**src/rtl/rv_pkg.sv**
```systemverilog
// Shared fetch definitions: fetch FSM state encoding, instruction size,
// default reset PC and a target-alignment helper.
// Build option: FETCH_MISALIGN_TRAP_EN adds the FAULT state.
package rv_pkg;

    localparam int unsigned XLEN = 64;
    localparam int unsigned ILEN = 32;

    localparam logic [XLEN-1:0] INSTR_BYTES      = 64'd4;
    localparam logic [XLEN-1:0] RESET_PC_DEFAULT = 64'h0000_0000_0000_0000;

    // REQ  : request presented to instruction memory
    // WAIT : request accepted, waiting for the response
    // HOLD : instruction buffered, offered to the decode controller
    // FAULT: misaligned redirect trapped, fetching stopped until reset
    typedef enum logic [1:0] {
        FS_REQ   = 2'd0,
        FS_WAIT  = 2'd1,
`ifdef FETCH_MISALIGN_TRAP_EN
        FS_HOLD  = 2'd2,
        FS_FAULT = 2'd3
`else
        FS_HOLD  = 2'd2
`endif
    } fetch_state_t;

    // Clears the sub-instruction offset bits of a byte address.
    function automatic logic [XLEN-1:0] align_target(input logic [XLEN-1:0] addr);
        return addr & ~(INSTR_BYTES - 64'd1);
    endfunction

endpackage

```
**src/rtl/pc_reg.sv**
```systemverilog
// Program counter: resets to RESET_PC, loads a redirect target or advances
// by one instruction. Load has priority over increment. Addition wraps
// naturally at 2^64.
module pc_reg
    import rv_pkg::*;
#(
    parameter logic [XLEN-1:0] RESET_PC = RESET_PC_DEFAULT
) (
    input  logic            clk,
    input  logic            rst,
    input  logic            load_i,
    input  logic [XLEN-1:0] load_addr_i,
    input  logic            inc_i,
    output logic [XLEN-1:0] pc_o
);

    logic [XLEN-1:0] pc_q;
    logic [XLEN-1:0] pc_d;

    // Next PC selection.
    always_comb begin
        pc_d = pc_q;
        if (load_i) begin
            pc_d = load_addr_i;
        end else if (inc_i) begin
            pc_d = pc_q + INSTR_BYTES;
        end
    end

    // PC state register.
    always_ff @(posedge clk or posedge rst) begin
        if (rst) begin
            pc_q <= RESET_PC;
        end else begin
            pc_q <= pc_d;
        end
    end

    assign pc_o = pc_q;

endmodule

```
**src/rtl/fetch_unit.sv**
```systemverilog
// Single-outstanding instruction fetch unit: requests a word at pc, buffers
// the response, and offers it to the decode controller until consumed.
// The consume handshake is the only point where jump/jump_target are used.
// Build option: FETCH_MISALIGN_TRAP_EN traps misaligned redirects into a
// sticky FAULT state (misalign_fault port); without it, redirect targets
// are force-aligned to 4 bytes.
module fetch_unit
    import rv_pkg::*;
#(
    parameter logic [XLEN-1:0] RESET_PC = RESET_PC_DEFAULT
) (
    input  logic            clk,
    input  logic            rst,
    output logic            imem_req_valid,
    input  logic            imem_req_ready,
    output logic [XLEN-1:0] imem_req_addr,
    input  logic            imem_rsp_valid,
    input  logic [ILEN-1:0] imem_rsp_data,
    output logic            instr_valid,
    input  logic            instr_ready,
    output logic [ILEN-1:0] instr,
    output logic [XLEN-1:0] instr_pc,
    input  logic            jump,
    input  logic [XLEN-1:0] jump_target
`ifdef FETCH_MISALIGN_TRAP_EN
    ,
    output logic            misalign_fault
`endif
);

    fetch_state_t    state_q;
    logic            req_valid_q;
    logic            instr_valid_q;
    logic [ILEN-1:0] instr_q;
    logic [XLEN-1:0] instr_pc_q;
    logic [XLEN-1:0] pc;
    logic            handshake;
    logic            target_misaligned;
    logic            pc_load;
    logic            pc_inc;

    // instr_valid_q is set exactly while in HOLD, so it qualifies the handshake.
    assign handshake = instr_valid_q & instr_ready;

`ifdef FETCH_MISALIGN_TRAP_EN
    logic fault_q;
    assign target_misaligned = jump & (jump_target[1:0] != 2'b00);
    assign misalign_fault    = fault_q;
`else
    assign target_misaligned = 1'b0;
`endif

    assign pc_load = handshake & jump & ~target_misaligned;
    assign pc_inc  = handshake & ~jump;

    pc_reg #(
        .RESET_PC (RESET_PC)
    ) u_pc_reg (
        .clk         (clk),
        .rst         (rst),
        .load_i      (pc_load),
        .load_addr_i (align_target(jump_target)),
        .inc_i       (pc_inc),
        .pc_o        (pc)
    );

    // Fetch FSM with registered handshake outputs and instruction buffer.
    // req_valid_q lags entry into REQ by one cycle only right after reset,
    // so the request is never visible while rst is high.
    always_ff @(posedge clk or posedge rst) begin
        if (rst) begin
            state_q       <= FS_REQ;
            req_valid_q   <= 1'b0;
            instr_valid_q <= 1'b0;
            instr_q       <= '0;
            instr_pc_q    <= '0;
`ifdef FETCH_MISALIGN_TRAP_EN
            fault_q       <= 1'b0;
`endif
        end else begin
            case (state_q)
                FS_REQ: begin
                    if (req_valid_q && imem_req_ready) begin
                        req_valid_q <= 1'b0;
                        state_q     <= FS_WAIT;
                    end else begin
                        req_valid_q <= 1'b1;
                    end
                end
                FS_WAIT: begin
                    if (imem_rsp_valid) begin
                        instr_q       <= imem_rsp_data;
                        instr_pc_q    <= pc;
                        instr_valid_q <= 1'b1;
                        state_q       <= FS_HOLD;
                    end
                end
                FS_HOLD: begin
                    if (instr_ready) begin
                        instr_valid_q <= 1'b0;
`ifdef FETCH_MISALIGN_TRAP_EN
                        if (target_misaligned) begin
                            fault_q <= 1'b1;
                            state_q <= FS_FAULT;
                        end else begin
                            req_valid_q <= 1'b1;
                            state_q     <= FS_REQ;
                        end
`else
                        req_valid_q <= 1'b1;
                        state_q     <= FS_REQ;
`endif
                    end
                end
`ifdef FETCH_MISALIGN_TRAP_EN
                FS_FAULT: begin
                    state_q <= FS_FAULT;
                end
`endif
                default: begin
                    req_valid_q   <= 1'b0;
                    instr_valid_q <= 1'b0;
                    state_q       <= FS_REQ;
                end
            endcase
        end
    end

    assign imem_req_valid = req_valid_q;
    assign imem_req_addr  = pc;
    assign instr_valid    = instr_valid_q;
    assign instr          = instr_q;
    assign instr_pc       = instr_pc_q;

endmodule

```
**config.mk**
```make
export PLATFORM = sky130hd
export DESIGN_NAME = fetch_unit
export DESIGN_NICKNAME = d
export VERILOG_FILES = /design/src/rtl/rv_pkg.sv /design/src/rtl/pc_reg.sv /design/src/rtl/fetch_unit.sv
export SDC_FILE = /design/constraint.sdc
export NUM_CORES = 1
export LEC_CHECK = 0
export ABC_AREA = 1
export CORE_ASPECT_RATIO = 0.6
export CORE_MARGIN = 2
export CORE_UTILIZATION = 35
export CTS_CLUSTER_DIAMETER = 100
export CTS_CLUSTER_SIZE = 28
export DETAILED_ROUTE_END_ITERATION = 16
export PLACE_DENSITY_LB_ADDON = 0.12
export SYNTH_ARGS = -nofsm -noshare
export SYNTH_HDL_FRONTEND = slang
export SYNTH_HIERARCHICAL = 1
export SYNTH_SLANG_ARGS = --single-unit
```
**constraint.sdc**
```tcl
create_clock -name clk -period 8.9 [get_ports clk]
set_input_delay 1.78 -clock clk [delete_from_list [all_inputs] [get_ports clk]]
set_output_delay 1.78 -clock clk [all_outputs]
set_load 0.05 [all_outputs]
```
Word-level counts from Yosys, hierarchy flattened:

Index checks and enable logic that the tools add are counted.

* $add $sub $neg: 1
* $mul: 0
* div/mod/pow operators: 0
* $lt $le $gt $ge: 0
* equal/unequal tests: 5
* shifts and indexed selects: 0
* muxes and demuxes: 12
* bitwise operators: 6
* reductions and logical operators: 7

Operator list (number)
* two-way mux 64 bit: 2
* adder 64 x 3 -> 64 bit, second input constant: 1
* two-way mux 2 bit: 3
* != test 2 bit, second input constant: 3
* case mux 1 bit (3 select lines): 2
* case mux 2 bit (3 select lines): 1
* AND reduction 3 bit: 2
* two-way mux 1 bit: 4
* AND reduction 2 bit: 2
* bitwise AND 1 bit: 3
* NOT 1 bit: 3
* equality test 2 x 1 -> 1 bit, second input constant: 1
* equality test 2 bit, second input constant: 1
* logical NOT 2 bit: 1
* nonzero test 2 bit: 1
* logical AND 1 bit: 1

* bits in registers: 164
* bits in latches: 0
* memory bits (writable): 0
* memory bits (read-only): 0
* input bits: 102
* output and inout port bits: 162
* word-level logic and storage cells: 37
* memories kept: 0

Logic depth before layout (Yosys ltp):

* depth after elaboration: 4
* mapped depth: 10
* gate-level depth less buffers: 10

Modules after synthesis:

Netlist, hierarchy kept.

Modules (own cells, without submodules)
* pc_reg: times used 1, cells an instance 699, area each 4638.2 um^2
* fetch_unit: times used 1, cells an instance 447, area each 4000.1 um^2

Least setup slack after synthesis:

Ideal clock, no wire load.

* path type: input-to-reg
* from: input port instr_ready
* to: register u_pc_reg.pc_q[35], in the netlist u_pc_reg/pc_o[35]
* library setup time: 0.067 ns
* arrival time: 2.825 ns
* required time: 8.833 ns
* path slack: 6.008 ns
* stages on the path: 8
* cells stage by stage: nand2_1 > nor2_1 > inv_1 > nor2_1 > buf_2 > buf_2 > nand3_1 > nand2_1

* word-level cells in the longest chain between the ends: 3
* elaborated cells between the ends (all ways): 5

Ends and longest elaborated chain
* start, declared: RTL line fetch_unit.sv:20 `input logic instr_ready,`
* bitwise AND 1 bit: RTL line fetch_unit.sv:43 `assign handshake = instr_valid_q & instr_ready;`
* bitwise AND 1 bit: RTL line fetch_unit.sv:54 `assign pc_inc = handshake & ~jump;`
* net pc_inc: RTL line fetch_unit.sv:40 `logic pc_inc;`
* nonzero test 2 bit (no source line)
* end signal, assigned: RTL line pc_reg.sv:35 `pc_q <= pc_d;`
* end, declared: RTL line pc_reg.sv:17 `logic [XLEN-1:0] pc_q;`

The timed path passes the listed nets, and every way through them passes these cells.
A chain may end at the register's enable or synchronous reset.

Final worst setup path:

* from: input port instr_ready
* to: register u_pc_reg.pc_q[21], in the netlist u_pc_reg/pc_o[21]

* word-level cells in the longest chain between the ends: 3
* elaborated cells between the ends (all ways): 5

Ends and longest elaborated chain
* bitwise AND 1 bit (*): RTL line fetch_unit.sv:43
* bitwise AND 1 bit (*): RTL line fetch_unit.sv:53 `assign pc_load = handshake & jump & ~target_misaligned;`
* net pc_load: RTL line fetch_unit.sv:39 `logic pc_load;`
* two-way mux 64 bit or nonzero test 2 bit (tied branches)

The timed path passes the listed nets; every way through them passes the cells marked *.

==> results.txt <==
----------------------------------------------------
[GRT]
  Global router's overall resource usage ... 0.243
  Largest net degree at the start of global routing ... between 90 and 100
  Number of antenna violations at the first check in global routing ... 0
  Number of global-route vias before repair ... about 8000
  Wire length of the first global-routing pass ... around 48 mm
  Overflow left after global routing ... 0

[Min path]
  Type of the most critical hold path ... reg2reg

[Detailed routing]
  Post-route DRC violation count ... 0
  Wire length per cell after detailed routing ... 18.1 um
  Number of vias per cell after detailed routing ... about 5
  DR iter-0 viols ... about 670
  Final wirelength ... slightly above 30 mm
  Drt first pass iters ... 6
  Post-DRT Antenna Nets ... 0
  Total via count in the routed design ... 8614

[Timing]
  Number of hold violations in the final report ... 0
  Max-slew violation count ... 0
  Transition time of the tightest slew-check pin ... around 1100 ps
  Final period util ... 0.425
  Worst clock skew on the final layout ... between 10 and 15 ps
  Max_slew headroom ... 0.249
  Final TNS setup ... 0 ps
  Time the final worst path needs with I/O delays and setup ... 3780 ps
  Unrepaired setup endpoints after global routing ... no
  Number of setup violations in the final report ... 0
  Peak Freq ... ~260 MHz

[Yosys]
  FFs w/ async S/R, synth ... 1.00
  Cell variety after synth ... 34
  Post-synth EDFFs ... 0
  Cells taking the most area after synthesis ... dfrtp_1 (48%), nand2_1 (18%), nand3_1 (9.3%), nor2_1 (5.3%), a22oi_1 (4.3%)
  Prevailing post-synth register cell ... dfrtp_1
  Multiplexer fraction of the synthesized cell area ... 0
  Synthesized area ... 8640 um^2
  Combinational family with the most area after synthesis ... simple AND/OR/NAND/NOR gates
  #FFs+latches synth ... 164
  Arithmetic-cell share of the synthesized area counting full adders, half adders and majority gates ... 0.00145
  Top cell type's share of synthesized area ... 0.475
  Synth Area in Compound Gates ... 0.0791
  Area share of xor/xnor cells in the synthesized design ... 0.0264
  Share of synthesized area occupied by flip-flops and latches ... 0.475
  Count of mapped cells out of synthesis ... around 1100
  Number of warning messages in the yosys log ... 6
  Cell taking the most area after synthesis ... dfrtp_1
  Simple-gate share of the synthesized area ... 0.360
  Mean cell area of the mapped netlist ... 7.54 um^2

[Critical path]
  Data required time of the worst path ... slightly above 9000 ps
  Worst setup path category ... in2reg
  WP data arrival ... around 4100 ps
  CP Launch Type ... primary input
  Reg2Reg Setup Slack ... around 6500 ps
  Crit path capture type ... flop
  Critical path fanouts, max ... 61

[Clock network]
  TritonCTS clock tree ... built
  Total CTS buffers ... 17
  Insertion delay of the later-clocked pin in the worst-skew pair ... 460 ps
  Cts hold-fix bufs ... 0
  Cts repair resizes ... 0
  Root cell of the clock tree ... clkbuf_16
  Post-CTS setup buffer count ... 0
  H-tree lvl count ... 4
  Clock sink count ... between 150 and 200
  Number of buffers on the longest clock path ... 2
  Clock Pin Slew Worst Setup and Hold Paths ... roughly 60 ps

[Floorplan]
  Core ar. ... around 24000 um^2
  Total Die Area ... 26000 um^2
  Count of boundary I/O pins ... 264
  Overall die height ... between 100 and 150 um
  Width of the die ... around 210 um
  Site row count ... 44
  Initial core utilization ... 0.357

[Pwr]
  Leakage power total ... 5.53 nW
  Power density over the cells ... 413 nW/um^2
  Largest vdd supply drop ... ~0.26 mV

[Layout]
  Final Net Count ... 1489
  Number of standard cells in the layout, taps in and fillers out ... between 1500 and 2000
  Proportion of layout cells with a drive suffix above 1 ... 0.0508
  Area added between synthesis and finish ... 39.8%
  Diodes inserted ... 0

[Placement]
  Final HPWL DP ... between 20 and 25 mm
  Instance count after placement with tap cells included ... around 1700
  Routability Congestion ... around 0.92
  Number of buffers added on ports ... 261

[Status]
  Status ... finished, final reports clean

[Run]
  Max-capacitance violation count ... 0

----------------------------------------------------
## metrics by stage
step	setup slack, ps	power [mW]	area (um^2)	hold WS (ps)	util
finish	5120	4.99	12100	471	0.499
global route	4960	5.26	12100	484	0.499
CTS	5140	5.02	12100	473	0.499
detailed placement	4690	4.27	11500	457	0.475
global placement	4680	4.24	11500	452	0.475
floorplan	4500	3.25	8640	494	-
## cell usage in the layout, fill, tap and decap left out, types with 2 or more instances in the layout
cell and instances:
nand2_2 8, nand3_1 161, o21ai_0 6, a22oi_1 50, nor2_1 119, clkinvlp_4 3
nand4_1 8, xnor2_1 16, clkinv_2 2, clkdlybuf4s50_1 260, a21oi_1 6, nand2_4 2
inv_2 3, inv_6 2, nor2_2 6, clkbuf_16 17, nand2_1 420, clkinv_4 2
o211ai_1 2, o21ai_1 16, buf_4 9, clkbuf_8 4, nor2_4 7, o21bai_1 16
inv_1 65, nand3_2 2, conb_1 2, xor2_1 10, dfrtp_1 164
## routing by layer
layer / up-vias / wire (um) / global-route usage
met2: 314 / 12500 / 0.329
met4: 0 / 291 / 0.0588
li1: 4202 / - / -
met1: 4080 / 16000 / 0.385
met5: - / 0 / 0
met3: 18 / 2260 / 0.0549
## synthesized netlist by cell type (9+ instances only)
| cell type | number |
|---|---|
| clkbuf_1 | 15 |
| a22oi_1 | 50 |
| inv_1 | 67 |
| nor2_1 | 121 |
| dfrtp_1 | 164 |
| buf_2 | 23 |
| nand3_1 | 161 |
| nand2_1 | 420 |
| nand2_2 | 9 |
| xor2_1 | 10 |
| o21bai_1 | 16 |
| xnor2_1 | 16 |
| o21ai_1 | 16 |
## final cells by class
class	instances	area [um^2]
multi-input cells	865	4060
flip-flops and latches	164	4100
clock inverters	10	97.6
inverters	69	262
well taps	322	403
fillers	2401	12100
repair buffers	269	2670
clock buffers	22	484
## logic make-up (layout without fill, tap and decap cells)
family / Yosys count / in the layout
buf+inv: 118 / 370
compound gates: 100 / 100
flops: 164 / 164
xor+xnor: 26 / 26
fa+ha+maj: 1 / 1
simple gates: 736 / 736
other cells: 1 / 2
## flip-flops by register name, summed over array words and instances (netlist names)
register,count
instr_valid,1
imem_req_valid,1
state_q,2
instr_pc,64
u_pc_reg/pc_o,64
instr,32
## worst max-delay path: stages
cell             delay, ps
clkdlybuf4s50_1        510
nand2_1                180
nor2_4                 120
buf_4                  570
nor2_4                 260
buf_4                  330
a22oi_1                210
o21ai_1                100
## worst paths after layout
| check | from | endpoint | depth (start not counted) |
|---|---|---|---|
| max | instr_ready | u_pc_reg/pc_o[21] | 8 |
| max in group asynchronous | rst | instr_pc[12] | 3 |
| max reg2reg | instr_valid | u_pc_reg/pc_o[21] | 7 |
| min | instr[13] | instr[13] | 2 |
| min reg2reg | instr[13] | instr[13] | 2 |
| min in group asynchronous | rst | instr[3] | 2 |
## report_power, final
part / leakage, nW / switching, mW / internal, mW / total (mW)
Clock: 0.279 / 0.322 / 0.416 / 0.738
Combinational: 3.18 / 1.88 / 0.881 / 2.77
Sequential: 2.08 / 0.398 / 1.09 / 1.49
(Power assumes the default switching activity.)
